--- src/rtl/db_boot_loader_pkg.sv ---
// db_boot_loader_pkg: data-bus access codes and loader state encoding shared with the bus arbiter
package db_boot_loader_pkg;
  localparam logic [1:0] MEM_ACCESS_NONE = 2'b00;
  localparam logic [1:0] MEM_ACCESS_R    = 2'b01;
  localparam logic [1:0] MEM_ACCESS_W    = 2'b10;
  localparam logic [1:0] MEM_ACCESS_X    = 2'b11;
  localparam logic [2:0] LOADER_ST_IDLE  = 3'd0;
  localparam logic [2:0] LOADER_ST_WRITE = 3'd1;
  localparam logic [2:0] LOADER_ST_READ  = 3'd2;
  localparam logic [2:0] LOADER_ST_CHECK = 3'd3;
  localparam logic [2:0] LOADER_ST_DONE  = 3'd4;
  typedef enum logic [2:0] {
    ST_IDLE  = LOADER_ST_IDLE,
    ST_WRITE = LOADER_ST_WRITE,
    ST_READ  = LOADER_ST_READ,
    ST_CHECK = LOADER_ST_CHECK,
    ST_DONE  = LOADER_ST_DONE
  } loader_st_e;
  function automatic logic [31:0] word_align(input logic [31:0] a);
    return {a[31:2], 2'b00};
  endfunction
endpackage

--- src/rtl/db_boot_loader.sv ---
// db_boot_loader: streams words onto the data bus from a base address, optionally reads them back
// to compare checksums, and holds the CPU in reset until the image is loaded.
module db_boot_loader
  import db_boot_loader_pkg::*;
#(
  parameter int CNT_W  = 16,
  parameter bit VERIFY = 1'b1
) (
  input  logic             clk,
  input  logic             res,
  input  logic             start,
  input  logic [31:0]      base_addr,
  input  logic [CNT_W-1:0] word_count,
  input  logic             s_valid,
  input  logic [31:0]      s_data,
  output logic             s_ready,
  output logic [31:0]      db_addr,
  output logic [31:0]      db_dataOut,
  output logic [1:0]       db_accessType,
  input  logic             db_ready,
  input  logic [31:0]      db_dataIn,
  output logic             busy,
  output logic             done,
  output logic             verify_err,
  output logic [31:0]      checksum,
  output logic             cpu_hold
);
  loader_st_e state, nxt;
  logic [31:0] addr, base, wsum, rsum, rsum_nxt;
  logic [CNT_W-1:0] remaining, cnt;
  logic rd_pending, go, wr_xfer, rd_xfer, last;
  always_comb begin
    go            = start && (state == ST_IDLE || state == ST_DONE);
    wr_xfer       = state == ST_WRITE && s_valid && db_ready;
    rd_xfer       = state == ST_READ && db_ready;
    last          = remaining == CNT_W'(1);
    rsum_nxt      = rsum + (rd_pending ? db_dataIn : 32'd0);
    nxt           = go ? (word_count == '0 ? ST_DONE : ST_WRITE) :
                    (wr_xfer && last) ? (VERIFY ? ST_READ : ST_DONE) :
                    (rd_xfer && last) ? ST_CHECK :
                    state == ST_CHECK ? ST_DONE : state;
    db_accessType = (state == ST_WRITE && s_valid) ? MEM_ACCESS_W :
                    state == ST_READ ? MEM_ACCESS_R : MEM_ACCESS_NONE;
    db_addr       = addr;
    db_dataOut    = state == ST_WRITE ? s_data : 32'd0;
    s_ready       = wr_xfer;
    busy          = state == ST_WRITE || state == ST_READ || state == ST_CHECK;
    done          = state == ST_DONE;
    cpu_hold      = state != ST_DONE;
    checksum      = wsum;
  end
  always_ff @(posedge clk or negedge res) begin
    if (!res) begin
      state      <= ST_IDLE;
      addr       <= '0;
      base       <= '0;
      wsum       <= '0;
      rsum       <= '0;
      remaining  <= '0;
      cnt        <= '0;
      rd_pending <= 1'b0;
      verify_err <= 1'b0;
    end else begin
      state      <= nxt;
      rd_pending <= rd_xfer;
      if (go) begin
        addr       <= word_align(base_addr);
        base       <= word_align(base_addr);
        remaining  <= word_count;
        cnt        <= word_count;
        wsum       <= '0;
        rsum       <= '0;
        verify_err <= 1'b0;
      end else begin
        // The final write rewinds to the base so the read-back walks the same window.
        if (wr_xfer) begin
          wsum      <= wsum + s_data;
          addr      <= (last && VERIFY) ? base : addr + 32'd4;
          remaining <= last ? cnt : remaining - CNT_W'(1);
        end
        if (rd_xfer) begin
          addr      <= addr + 32'd4;
          remaining <= remaining - CNT_W'(1);
        end
        if (rd_pending) rsum <= rsum_nxt;
        if (state == ST_CHECK) verify_err <= rsum_nxt != wsum;
      end
    end
  end
endmodule

--- config.mk ---
export PLATFORM = sky130hd
export DESIGN_NAME = db_boot_loader
export DESIGN_NICKNAME = d
export VERILOG_FILES = /design/src/rtl/db_boot_loader_pkg.sv /design/src/rtl/db_boot_loader.sv
export SDC_FILE = /design/constraint.sdc
export NUM_CORES = 1
export LEC_CHECK = 0
export ABC_AREA = 1
export CELL_PAD_IN_SITES_DETAIL_PLACEMENT = 1
export CELL_PAD_IN_SITES_GLOBAL_PLACEMENT = 1
export CORE_ASPECT_RATIO = 1.1
export CORE_UTILIZATION = 38
export CTS_CLUSTER_DIAMETER = 40
export DETAILED_ROUTE_END_ITERATION = 16
export PLACE_DENSITY_LB_ADDON = 0.1
export SLEW_MARGIN = 40
export SYNTH_ARGS = -nofsm -noshare
export SYNTH_HDL_FRONTEND = slang
export SYNTH_SLANG_ARGS = --single-unit
--- constraint.sdc ---
create_clock -name clk -period 3.4 [get_ports clk]
set_clock_uncertainty 0.05 [all_clocks]
set_input_delay 0.68 -clock clk [delete_from_list [all_inputs] [get_ports clk]]
set_output_delay 0.68 -clock clk [all_outputs]
set_load 0.02 [all_outputs]
==> key figures <==
Run status
  – Status: completed

Final layout
  – Inserted Diodes: 0
  – Ratio of cells with drive above 1 in the final layout: 8.488%
  – Final Non-Filler Cells: 2,753
  – Area delta synth->final: 31.71%
  – NumNets Final: 2,492
  – Most common cell after layout, fill and taps aside: nand2_1
  – Register area: 4029 sq um
  – Most frequent cells in the layout: nand2_1 (565), inv_1 (347), clkdlybuf4s50_1 (214)
  – Area occupied by multi-input gates: 7293 sq um
  – Fill cells: 4,434

Power and ir drop
  – Power Dens Cells: 682.6 nW/um^2
  – Worst vdd ir: 0.4173 mV
  – Leak pwr: 0.008598 uW

Floorplanning
  – Full die area: 34,540 sq um
  – Die H: 194.8 microns
  – Initial Utilization: 38.59%
  – Num rows: 70
  – Core box area: 33,280 sq um
  – Die Width: 177.3 microns
  – I/O pins: 220

Worst setup path
  – CP max FO: 4
  – Type of element capturing the critical path: flip-flop
  – Most frequent cell on the critical path: nand2_1
  – WP buf/inv: 4
  – Worst Setup Start Kind: input port
  – Critical path cell sequence: clkdlybuf4s50_1 -> nand2_1 -> inv_1 -> ha_1 -> inv_1 -> fa_1 -> inv_1 -> nand3_1 -> nand2_2 -> nand3_1 -> nand3_1 -> nand2_1 -> nand3_1 -> nand2_1 -> nor2_1 -> nand4_1 -> nor2_1 -> nand3_2 -> nand2_1 -> nand2_1
  – Critical Path RT: 3.68 ns
  – CP max-delay cell: clkdlybuf4s50_1
  – Worst path max stage delay: 0.46 ns
  – Cell family with most CP delay: simple AND/OR/NAND/NOR gates
  – CP Data Arrival Time: 3.47 ns
  – Critical path class: in -> reg

Yosys
  – YS warnings: 0
  – Post-synth EDFFs: 0
  – Library cells used by synthesis: 51
  – FFs w/ async S/R, synth: 100.0%
  – Post-Synthesis Cell Area: 12,840 sq um
  – Most used DFF post-synth: dfrtp_1
  – Syn_area_per_cell: 6.435 sq um
  – Cell count after synthesis: 1,996
  – FF+latch count, synth: 161
  – Sequential cell area fraction in the yosys report: 31.37%

STA
  – Setup Viol. Count Final: 0
  – Relative max-transition margin: 42.52%
  – Slew @ Worst Pin: 0.8622 ns
  – Setup TNS: 0 ns
  – Peak Freq: 312.9 MHz
  – Final worst path period share: 94.01%
  – Final Hold Viols: 0
  – Fin. max-slew vios: 0
  – Post-route minimum period: 3.196 ns

Placed design
  – Hpwl dp: 38,040 microns
  – Gpl congestion: 0.9320
  – Quantity of I/O buffers inserted on ports: 215
  – Dpl cells: 2,721

GRT
  – Overall routing resource usage: 28.68%
  – Initial antenna violation count: 1
  – First-pass GRT wire length: 77,470 microns
  – Largest net degree at the start of global routing: 106
  – Vias in the first global route: 15.03k
  – Grt total ovfl: 0

Clocking
  – Clock Pin Slew Worst Setup and Hold Paths: 0.08 ns
  – Clk Latency, worst-skew pair: 0.45 ns
  – CTS Sinks: 161
  – CTS tree: built
  – Max Root-Sink Buffers: 2
  – Clock root cell: clkbuf_16
  – Htree depth: 4
  – CTS Buf Count: 17

Route
  – Initial DRC Count: 630
  – Wire length per cell: 17.51 microns
  – First-pass iteration count of the detailed router: 5
  – DRT antenna net count: 0
  – DR vias/cell: 5.110
  – Via Count: 14.07k
  – # DRC: 0
  – Final WL: 48,210 microns

Flow run
  – Max Cap Viol: 0

Hold path
  – Worst min path class: in -> async
-- per-stage QoR --
stage / utilization [%] / hold WS, ns / cell area (sq um) / power (uW) / setup slack, ns
after global placement: 49.04 / 0.4073 / 16320 / 9307 / -0.2425
after CTS: 50.76 / 0.2373 / 16900 / 11620 / 0.1023
after detailed placement: 49.04 / 0.4151 / 16320 / 9540 / -0.3448
final: 50.83 / 0.2180 / 16920 / 11550 / 0.2036
after floorplan: - / 0.3344 / 12850 / 6955 / 0.5199
after global routing: 50.83 / 0.2677 / 16920 / 12410 / -0.006118
-- report_power, final --
group	internal (uW)	switching (uW)	leakage, uW
Sequential	2610	758	0.00201
Clock	1040	968	0.000280
Combinational	2420	3740	0.00631
Total	6080	5470	0.00860
-- synthesized netlist by cell type (8+ instances only) --
cell type,count,share of area [%]
o21ai_0,155,6.0
dfrtp_1,161,31
ha_1,65,6.3
o21ai_1,8,0.31
xnor2_1,12,0.82
nor3_1,11,0.43
nor4_1,8,0.39
inv_1,347,10
a21oi_1,77,3.0
nor2_1,200,5.8
nand2_1,569,17
xor2_1,31,2.1
a31oi_1,43,2.1
nand4_1,16,0.78
o22ai_1,44,2.1
nand3_1,116,4.5
buf_2,11,0.43
clkbuf_1,34,0.99
-- routing by layer --
| layer | global-route usage (%) | share of wire [%] |
|---|---|---|
| met5 | 0 | 0.027 |
| met1 | 34.12 | 42 |
| met3 | 4.225 | 4.0 |
| met4 | 8.072 | 2.1 |
| met2 | 52.68 | 52 |
-- what timing repair did --
action | in CTS | in global routing
hold buffers | 0 | 0
setup buffers | 0 | 0
gates resized for setup | 0 | 7
endpoints found under the setup margin | 0 | 1
-- state kept, by name, indices dropped and copies added (netlist names) --
name	count
rd_pending	1
base	30
db_addr	30
state	3
cnt	16
checksum	32
remaining	16
verify_err	1
rsum	32
-- kinds of logic after synthesis --
| group | share of synthesized area [%] |
|---|---|
| and+or+nand+nor | 31.29 |
| xor gates and xnor gates | 3.292 |
| buffers and inverters | 12.06 |
| AOI/OAI and AO/OA | 15.32 |
| adders and majority gates | 6.643 |
| DFF | 31.37 |
| other | 0.02919 |
-- layout make-up --
cell class | instances | share of cell area (%)
Clock buffer | 19 | 2.559
Clock inverter | 13 | 0.8357
Inverter | 356 | 7.899
Multi-Input combinational cell | 1430 | 43.11
Sequential cell | 161 | 23.81
Tap cell | 432 | 3.195
Timing Repair Buffer | 342 | 18.59
-- worst paths after layout --
path	start	depth (start not counted)	slack (ns)	to
max	db_dataIn[0]	20	0.20	verify_err$_DFFE_PN0P_
min	res	1	0.22	cnt[10]$_DFFE_PN0P_
max reg2reg	rd_pending$_DFF_PN0_	21	0.23	verify_err$_DFFE_PN0P_
min reg2reg	base[2]$_DFFE_PN0P_	2	0.43	base[2]$_DFFE_PN0P_
max in group asynchronous	res	2	2.16	base[16]$_DFFE_PN0P_
min in group clk	base[2]$_DFFE_PN0P_	2	0.43	base[2]$_DFFE_PN0P_
-- worst reg2reg max path, cell delays in order (launching register included) --
cell     delay, ns
dfrtp_1       0.47
buf_12        0.20
nand2_1       0.11
inv_1         0.05
ha_1          0.32
nand2_1       0.15
inv_1         0.06
nand2_1       0.07
nand2_1       0.07
buf_4         0.14
nand2_1       0.05
nand2_1       0.10
a21oi_1       0.35
nand3_1       0.16
nand3_1       0.12
nand2_1       0.06
nor2_1        0.09
nand2_1       0.10
nor2_1        0.13
nand3_2       0.12
nand2_1       0.08
nand2_1       0.05
Power figures use the tool's default switching activity.
